$ cat config.mk
export PLATFORM = sky130hd
export DESIGN_NAME = bpu_table_controller_flat
export DESIGN_NICKNAME = d
export VERILOG_FILES = /design/src/rtl/bpu_pkg.sv /design/src/rtl/bpu_table_controller_if.sv /design/src/rtl/bpu_upd_fifo.sv /design/src/rtl/bpu_table_controller.sv /design/src/flat_wrapper.sv
export SDC_FILE = /design/constraint.sdc
export NUM_CORES = 1
export LEC_CHECK = 0
export CAP_MARGIN = 10
export CORE_ASPECT_RATIO = 2
export CORE_MARGIN = 5
export CORE_UTILIZATION = 60
export CTS_BUF_LIST = sky130_fd_sc_hd__clkbuf_4
export DETAILED_ROUTE_END_ITERATION = 8
export PLACE_DENSITY = 0.93
export SETUP_SLACK_MARGIN = 0.3
export SLEW_MARGIN = 10
export SYNTH_ARGS = -nofsm -noshare
export SYNTH_HDL_FRONTEND = slang
export SYNTH_SLANG_ARGS = --single-unit
$ cat constraint.sdc
create_clock -name clk -period 6.1 [get_ports clk]
set_input_delay 1.22 -clock clk [delete_from_list [all_inputs] [get_ports clk]]
set_output_delay 1.22 -clock clk [all_outputs]
set_load 0.005 [all_outputs]
$ cat src/rtl/bpu_pkg.sv
// Shared types and helpers for the branch-predictor counter table controller.
package bpu_pkg;

  typedef enum logic [1:0] {
    StInit,
    StIdle,
    StUpdWr
  } bpu_state_e;

  localparam logic [1:0] InitValueDefault = 2'b01;

  // 2-bit saturating counter step toward the resolved direction.
  function automatic logic [1:0] sat_update(input logic [1:0] v, input logic taken);
    logic [1:0] r;
    r = v;
    if (taken && (v != 2'b11)) begin
      r = v + 2'd1;
    end else if (!taken && (v != 2'b00)) begin
      r = v - 2'd1;
    end
    return r;
  endfunction

endpackage

$ cat src/rtl/bpu_table_controller_if.sv
// Fetch lookup, resolve update and counter-table port bundle of the BPU table controller.
interface bpu_table_controller_if #(
  parameter int unsigned ADDR_WIDTH = 6
) ();

  logic                  pred_req;
  logic [ADDR_WIDTH-1:0] pred_addr;
  logic                  pred_gnt;
  logic                  pred_valid;
  logic                  prediction;
  logic                  upd_valid;
  logic [ADDR_WIDTH-1:0] upd_addr;
  logic                  upd_taken;
  logic                  upd_ready;
  logic                  init_done;
  logic                  tbl_en;
  logic                  tbl_we;
  logic [ADDR_WIDTH-1:0] tbl_addr;
  logic [1:0]            tbl_wdata;
  logic [1:0]            tbl_rdata;

  // Environment side: fetch/resolve stages and the table memory.
  modport master (
    output pred_req, pred_addr, upd_valid, upd_addr, upd_taken, tbl_rdata,
    input  pred_gnt, pred_valid, prediction, upd_ready, init_done,
           tbl_en, tbl_we, tbl_addr, tbl_wdata
  );

  // Controller side.
  modport slave (
    input  pred_req, pred_addr, upd_valid, upd_addr, upd_taken, tbl_rdata,
    output pred_gnt, pred_valid, prediction, upd_ready, init_done,
           tbl_en, tbl_we, tbl_addr, tbl_wdata
  );

endinterface

$ cat src/rtl/bpu_upd_fifo.sv
// Update queue for the BPU table controller; power-of-two depth, pointers wrap naturally.
module bpu_upd_fifo #(
  parameter int unsigned DEPTH = 4,
  parameter int unsigned WIDTH = 7
) (
  input  logic             clk,
  input  logic             rst,
  input  logic             push_i,
  input  logic [WIDTH-1:0] push_data_i,
  input  logic             pop_i,
  output logic [WIDTH-1:0] head_o,
  output logic             full_o,
  output logic             empty_o
);

  localparam int unsigned PtrW = $clog2(DEPTH);
  localparam logic [PtrW:0] FullCount = DEPTH[PtrW:0];

  logic [WIDTH-1:0] mem_q [DEPTH];
  logic [PtrW-1:0]  wr_ptr_q, rd_ptr_q;
  logic [PtrW:0]    count_q, count_d;
  logic             do_push, do_pop;

  assign full_o  = (count_q == FullCount);
  assign empty_o = (count_q == '0);
  assign do_push = push_i & ~full_o;
  assign do_pop  = pop_i & ~empty_o;
  assign head_o  = mem_q[rd_ptr_q];

  always_comb begin
    count_d = count_q;
    case ({do_push, do_pop})
      2'b10:   count_d = count_q + 1'b1;
      2'b01:   count_d = count_q - 1'b1;
      default: count_d = count_q;
    endcase
  end

  always_ff @(posedge clk) begin
    if (rst) begin
      wr_ptr_q <= '0;
      rd_ptr_q <= '0;
      count_q  <= '0;
    end else begin
      if (do_push) wr_ptr_q <= wr_ptr_q + 1'b1;
      if (do_pop)  rd_ptr_q <= rd_ptr_q + 1'b1;
      count_q <= count_d;
    end
  end

  always_ff @(posedge clk) begin
    if (do_push) mem_q[wr_ptr_q] <= push_data_i;
  end

endmodule

$ cat src/rtl/bpu_table_controller.sv
// Arbitrates one single-port 2-bit counter table between fetch lookups and queued updates.
// Optional BPU_STATS_EN adds update/flip counters as extra outputs.
module bpu_table_controller
  import bpu_pkg::*;
#(
  parameter int unsigned ADDR_WIDTH = 6,
  parameter int unsigned FIFO_DEPTH = 4,
  parameter logic [1:0]  INIT_VALUE = InitValueDefault
) (
  input  logic                 clk,
  input  logic                 rst,
  bpu_table_controller_if.slave bus
`ifdef BPU_STATS_EN
  ,
  output logic [15:0]          upd_count,
  output logic [15:0]          flip_count
`endif
);

  localparam int unsigned EntW = ADDR_WIDTH + 1;
  localparam logic [ADDR_WIDTH-1:0] LastIdx = '1;

  bpu_state_e            state_q, state_d;
  logic [ADDR_WIDTH-1:0] init_idx_q, init_idx_d;
  logic                  init_done_q, init_done_d;
  logic [ADDR_WIDTH-1:0] wr_addr_q, wr_addr_d;
  logic                  wr_taken_q, wr_taken_d;
  logic                  pred_valid_q, pred_hold_q;

  logic                  fifo_full, fifo_empty, fifo_push, fifo_pop;
  logic [EntW-1:0]       fifo_head;
  logic                  gnt, en, we;
  logic [ADDR_WIDTH-1:0] addr;
  logic [1:0]            wdata;
  logic [1:0]            upd_result;

  assign upd_result = sat_update(bus.tbl_rdata, wr_taken_q);
  assign fifo_push  = bus.upd_valid & bus.upd_ready;

  bpu_upd_fifo #(
    .DEPTH(FIFO_DEPTH),
    .WIDTH(EntW)
  ) u_upd_fifo (
    .clk        (clk),
    .rst        (rst),
    .push_i     (fifo_push),
    .push_data_i({bus.upd_addr, bus.upd_taken}),
    .pop_i      (fifo_pop),
    .head_o     (fifo_head),
    .full_o     (fifo_full),
    .empty_o    (fifo_empty)
  );

  always_comb begin
    state_d     = state_q;
    init_idx_d  = init_idx_q;
    init_done_d = init_done_q;
    wr_addr_d   = wr_addr_q;
    wr_taken_d  = wr_taken_q;
    gnt         = 1'b0;
    en          = 1'b0;
    we          = 1'b0;
    addr        = '0;
    wdata       = '0;
    fifo_pop    = 1'b0;
    unique case (state_q)
      StInit: begin
        en         = 1'b1;
        we         = 1'b1;
        addr       = init_idx_q;
        wdata      = INIT_VALUE;
        init_idx_d = init_idx_q + 1'b1;
        if (init_idx_q == LastIdx) begin
          state_d     = StIdle;
          init_done_d = 1'b1;
        end
      end
      StIdle: begin
        // A full queue outranks lookups so resolve never stalls indefinitely.
        if (fifo_full || (!bus.pred_req && !fifo_empty)) begin
          en         = 1'b1;
          addr       = fifo_head[EntW-1:1];
          fifo_pop   = 1'b1;
          wr_addr_d  = fifo_head[EntW-1:1];
          wr_taken_d = fifo_head[0];
          state_d    = StUpdWr;
        end else if (bus.pred_req) begin
          gnt  = 1'b1;
          en   = 1'b1;
          addr = bus.pred_addr;
        end
      end
      StUpdWr: begin
        en      = 1'b1;
        we      = 1'b1;
        addr    = wr_addr_q;
        wdata   = upd_result;
        state_d = StIdle;
      end
      default: state_d = StInit;
    endcase
  end

  always_ff @(posedge clk) begin
    if (rst) begin
      state_q      <= StInit;
      init_idx_q   <= '0;
      init_done_q  <= 1'b0;
      wr_addr_q    <= '0;
      wr_taken_q   <= 1'b0;
      pred_valid_q <= 1'b0;
      pred_hold_q  <= 1'b0;
    end else begin
      state_q      <= state_d;
      init_idx_q   <= init_idx_d;
      init_done_q  <= init_done_d;
      wr_addr_q    <= wr_addr_d;
      wr_taken_q   <= wr_taken_d;
      pred_valid_q <= gnt;
      if (pred_valid_q) pred_hold_q <= bus.tbl_rdata[1];
    end
  end

  // Outputs are forced idle while rst is high so an in-flight access is aborted.
  assign bus.pred_gnt   = gnt & ~rst;
  assign bus.pred_valid = pred_valid_q & ~rst;
  assign bus.prediction = rst ? 1'b0 : (pred_valid_q ? bus.tbl_rdata[1] : pred_hold_q);
  assign bus.upd_ready  = ~fifo_full & ~rst;
  assign bus.init_done  = init_done_q & ~rst;
  assign bus.tbl_en     = en & ~rst;
  assign bus.tbl_we     = we & ~rst;
  assign bus.tbl_addr   = rst ? '0 : addr;
  assign bus.tbl_wdata  = rst ? '0 : wdata;

`ifdef BPU_STATS_EN
  logic [15:0] upd_count_q, flip_count_q;

  always_ff @(posedge clk) begin
    if (rst) begin
      upd_count_q  <= '0;
      flip_count_q <= '0;
    end else if (state_q == StUpdWr) begin
      upd_count_q <= upd_count_q + 16'd1;
      if (upd_result[1] != bus.tbl_rdata[1]) flip_count_q <= flip_count_q + 16'd1;
    end
  end

  assign upd_count  = upd_count_q;
  assign flip_count = flip_count_q;
`endif

endmodule

$ cat src/flat_wrapper.sv
// flat-port wrapper written by rule: the top's interface ports become plain ports
module bpu_table_controller_flat import bpu_pkg::*;
#(
  parameter int unsigned ADDR_WIDTH = 6,
  parameter int unsigned FIFO_DEPTH = 4,
  parameter logic [1:0]  INIT_VALUE = InitValueDefault
)
  (clk, rst, bus_pred_req, bus_pred_addr, bus_upd_valid, bus_upd_addr, bus_upd_taken, bus_tbl_rdata, bus_pred_gnt, bus_pred_valid, bus_prediction, bus_upd_ready, bus_init_done, bus_tbl_en, bus_tbl_we, bus_tbl_addr, bus_tbl_wdata);
  bpu_table_controller_if #(.ADDR_WIDTH(ADDR_WIDTH)) bus_i ();
  input  logic clk;
  input  logic rst;
  input wire logic [$bits(bus_i.pred_req)-1:0] bus_pred_req;
  input wire logic [$bits(bus_i.pred_addr)-1:0] bus_pred_addr;
  input wire logic [$bits(bus_i.upd_valid)-1:0] bus_upd_valid;
  input wire logic [$bits(bus_i.upd_addr)-1:0] bus_upd_addr;
  input wire logic [$bits(bus_i.upd_taken)-1:0] bus_upd_taken;
  input wire logic [$bits(bus_i.tbl_rdata)-1:0] bus_tbl_rdata;
  output wire logic [$bits(bus_i.pred_gnt)-1:0] bus_pred_gnt;
  output wire logic [$bits(bus_i.pred_valid)-1:0] bus_pred_valid;
  output wire logic [$bits(bus_i.prediction)-1:0] bus_prediction;
  output wire logic [$bits(bus_i.upd_ready)-1:0] bus_upd_ready;
  output wire logic [$bits(bus_i.init_done)-1:0] bus_init_done;
  output wire logic [$bits(bus_i.tbl_en)-1:0] bus_tbl_en;
  output wire logic [$bits(bus_i.tbl_we)-1:0] bus_tbl_we;
  output wire logic [$bits(bus_i.tbl_addr)-1:0] bus_tbl_addr;
  output wire logic [$bits(bus_i.tbl_wdata)-1:0] bus_tbl_wdata;
  assign bus_i.pred_req = bus_pred_req;
  assign bus_i.pred_addr = bus_pred_addr;
  assign bus_i.upd_valid = bus_upd_valid;
  assign bus_i.upd_addr = bus_upd_addr;
  assign bus_i.upd_taken = bus_upd_taken;
  assign bus_i.tbl_rdata = bus_tbl_rdata;
  assign bus_pred_gnt = bus_i.pred_gnt;
  assign bus_pred_valid = bus_i.pred_valid;
  assign bus_prediction = bus_i.prediction;
  assign bus_upd_ready = bus_i.upd_ready;
  assign bus_init_done = bus_i.init_done;
  assign bus_tbl_en = bus_i.tbl_en;
  assign bus_tbl_we = bus_i.tbl_we;
  assign bus_tbl_addr = bus_i.tbl_addr;
  assign bus_tbl_wdata = bus_i.tbl_wdata;
  bpu_table_controller #(.ADDR_WIDTH(ADDR_WIDTH), .FIFO_DEPTH(FIFO_DEPTH), .INIT_VALUE(INIT_VALUE)) u_core (.clk(clk), .rst(rst), .bus(bus_i));
endmodule
==> impl_metrics.yaml <==
detailed_routing:
  post-route-drc-count: 0
  detail_route.wirelength_um: 5250
  ant_nets: 0
  routed-via-count: 1862
  vias_per_cell: 6.13
  drt-initial-drc-count: 45
  wl_per_cell_um: 17.3
  first_pass_iters: 4
logic_synthesis:
  yosys_warnings: 0
  synth_sequential_area_ratio_pct: 52.2
  syn-mean-instance-area_um2: 11.8
  netlist_instances: 225
  netlist-cell-type-count: 43
  synthMostInstantiatedCell: "edfxtp_1"
  postSynth.topFlopCell: "edfxtp_1"
  yosys_register_bits: 55
  synthDominantAreaCellType: "edfxtp_1"
  synth_fp_nets: 254
  ys_top_cells_by_count: "28 x edfxtp_1, 27 x dfxtp_1, 21 x a21oi_1"
  yosys-top-cells-area: "edfxtp_1 32%, dfxtp_1 20%, mux4_2 6.0%"
  synth_largest_type_area_fraction_pct: 31.8
  async_reset_ff_share_pct: 0
  cell_area_after_synthesis_um2: 2650
  synth_enable_flop_cells: 28
global_route:
  grtUsageTotal_pct: 18.5
  grt_first_pass_wirelength_um: 8750
  maximum_number_of_pins_on_one_net_before_global_route_repair: 25
  initial_antenna_violation_count: 0
  first_global_vias: 1927
  global_route.overflow_total: 0
power:
  power_per_cell_area_nw_per_um2: 207
  leakage_nw: 1.04
  design_power_total_uw: 625
  power.ir.vdd_worst_mv: 0.226
layout:
  drive_gt1_share_pct: 10.4
  design.final.nets: 278
  antenna_cells_inserted: 0
  fillers: 312
  layout-area-overhead-vs-synth_pct: 14.0
worst_setup_path:
  worst-endpoint-required_ns: 4.88
  critical_path_arrival_ns: 3.20
  launching_element_type_of_the_critical_path: "input pin"
  worstSetupEndpointType: "output port"
  cp_max_fo: 11
  crit_type: "input pin to output port"
clocking:
  ctsResizeCount: 0
  cts_num_sinks: 55
  cts_root_buffer: "clkbuf_4"
  h-tree-depth: 2
  insertion_delay_ns: 0.36
  cts_setup_buffers: 0
  cts_tree: "done"
  clk_path_buf_depth: 2
  cts.clk_slew.worst_paths_ns: 0.15
  number_of_buffers_created_by_cts: 5
  post_cts_hold_buffer_count: 0
job:
  timing.max_cap.violations: 0
sta:
  final.setup.worst_slack_ns: 1.68
  maxSlewViolCount: 0
  tns_ns: 0
  period_utilization_post_route_pct: 72.4
  rsz0062_at_grt: "no"
  finalHoldViolations: 0
  worst_pin_slew_ns: 0.813
  fin_skew_ns: 0.0132
  max-slew-margin-rel_pct: 45.7
  finalSetupViolations: 0
  timing.fmax_mhz: 226
  layout_min_cycle_time_ns: 4.42
die:
  die_h_um: 104
  die_width_um: 57.0
  initial_utilization_pct: 61.6
  fp.dieArea_um2: 5920
  ios: 34
  core_region_area_um2: 4300
  core.rowCount: 34
placement:
  post-dp-hpwl_um: 3990
  io_buffers: 33
  pre_cts_slack_ns: 1.76
  final_weighted_congestion_in_routability_driven_placement: 0.866
hold_path:
  class_of_the_most_critical_hold_timing_path: "flop to flop"
outcome:
  status: "complete, no violations"
-- final timing paths --
check | slack [ns] | to | from | depth (start not counted)
max | 1.68 | bus_tbl_addr[5] | bus_pred_req | 5
min | 0.48 | u_core.wr_addr_q[1] | u_core.wr_addr_q[1] | 2
max reg2reg | 3.44 | u_core.u_upd_fifo.count_q[2] | u_core.state_q[0] | 8
min reg2reg | 0.48 | u_core.wr_addr_q[1] | u_core.wr_addr_q[1] | 2
-- cell usage in the layout (no fill, tap or decap), drive strengths merged, types with 2 or more instances in the layout --
master	Yosys	layout
clkdlybuf4s50	0	33
xor2	2	2
nor4	2	2
ha	9	9
o211ai	2	2
o32a	6	6
mux2i	8	8
clkbuf	5	6
nor3b	2	2
edfxtp	28	28
a21oi	21	21
mux2	2	2
o21ai	3	3
and3	7	7
clkinvlp	0	2
o31ai	10	10
mux4	7	7
nor2	12	12
dfxtp	27	27
nor3	3	3
nor2b	5	5
o211a	2	2
or3	2	2
nand2	10	10
nand2b	2	2
or4	2	2
a31o	3	3
buf	13	2
xnor2	3	3
inv	10	10
nand4	9	9
-- cell type report --
type	instances	area, um2	area share [%]
inverter	10	37.5	1.24
clock inverter	2	12.5	0.415
clock buffer	6	45.0	1.49
tap	54	67.6	2.24
sequential	55	1380	45.8
multi-input combinational	142	1130	37.4
timing repair buffer	35	345	11.4
-- worst max-delay path, stage by stage --
cell,delay [ns]
clkdlybuf4s50_1,0.65
o21ai_2,0.29
nand4_1,0.22
a21oi_1,0.28
clkdlybuf4s50_1,0.54
-- power breakdown --
part	leakage, nW	switching [mW]	total (mW)	internal (mW)
combinational	0.534	0.0328	0.0626	0.0298
sequential	0.473	0.00689	0.404	0.397
clock	0.0278	0.109	0.158	0.0488
-- per-stage QoR --
step                      hold WS (ns)  utilization, %  std cells  area, um2
after global placement           0.454            68.9        296       2960
after CTS                        0.486            70.2        304       3020
after detailed placement         0.467            68.9        296       2960
final                            0.484            70.2        304       3020
after global routing             0.511            70.2        304       3020
after floorplan                  0.448               -        225       2650
-- layer usage --
metal | vias to the layer above | wire length, um | GRT usage, %
li1 | 893 | - | -
met1 | 898 | 1900 | 18.8
met2 | 54 | 2980 | 33.9
met3 | 17 | 181 | 3.48
met4 | 0 | 191 | 10.1
met5 | - | 0 | 0
-- registers in the layout, indices dropped and copies added, names as in the netlist, named ones only --
name,flops
u_core.u_upd_fifo.wr_ptr_q,2
u_core.state_q,2
u_core.u_upd_fifo.count_q,3
u_core.wr_taken_q,1
u_core.u_upd_fifo.rd_ptr_q,2
u_core.wr_addr_q,6
u_core.u_upd_fifo.mem_q,28
u_core.init_idx_q,6
u_core.pred_valid_q,1
u_core.init_done_q,1
u_core.pred_hold_q,1
-- logic make-up (layout without fill, tap and decap cells) --
| family | count (synthesis) | after routing | synth area share [%] |
|---|---|---|---|
| DFF | 55 | 55 | 52.2 |
| and+or+nand+nor | 60 | 60 | 13.1 |
| adders and majority gates | 10 | 10 | 5.01 |
| muxes | 17 | 17 | 9.83 |
| buffers and inverters | 28 | 53 | 5.20 |
| AOI/OAI and AO/OA | 50 | 50 | 13.0 |
| xor gates and xnor gates | 5 | 5 | 1.65 |
No activity file was read; power rests on OpenSTA's default activity.
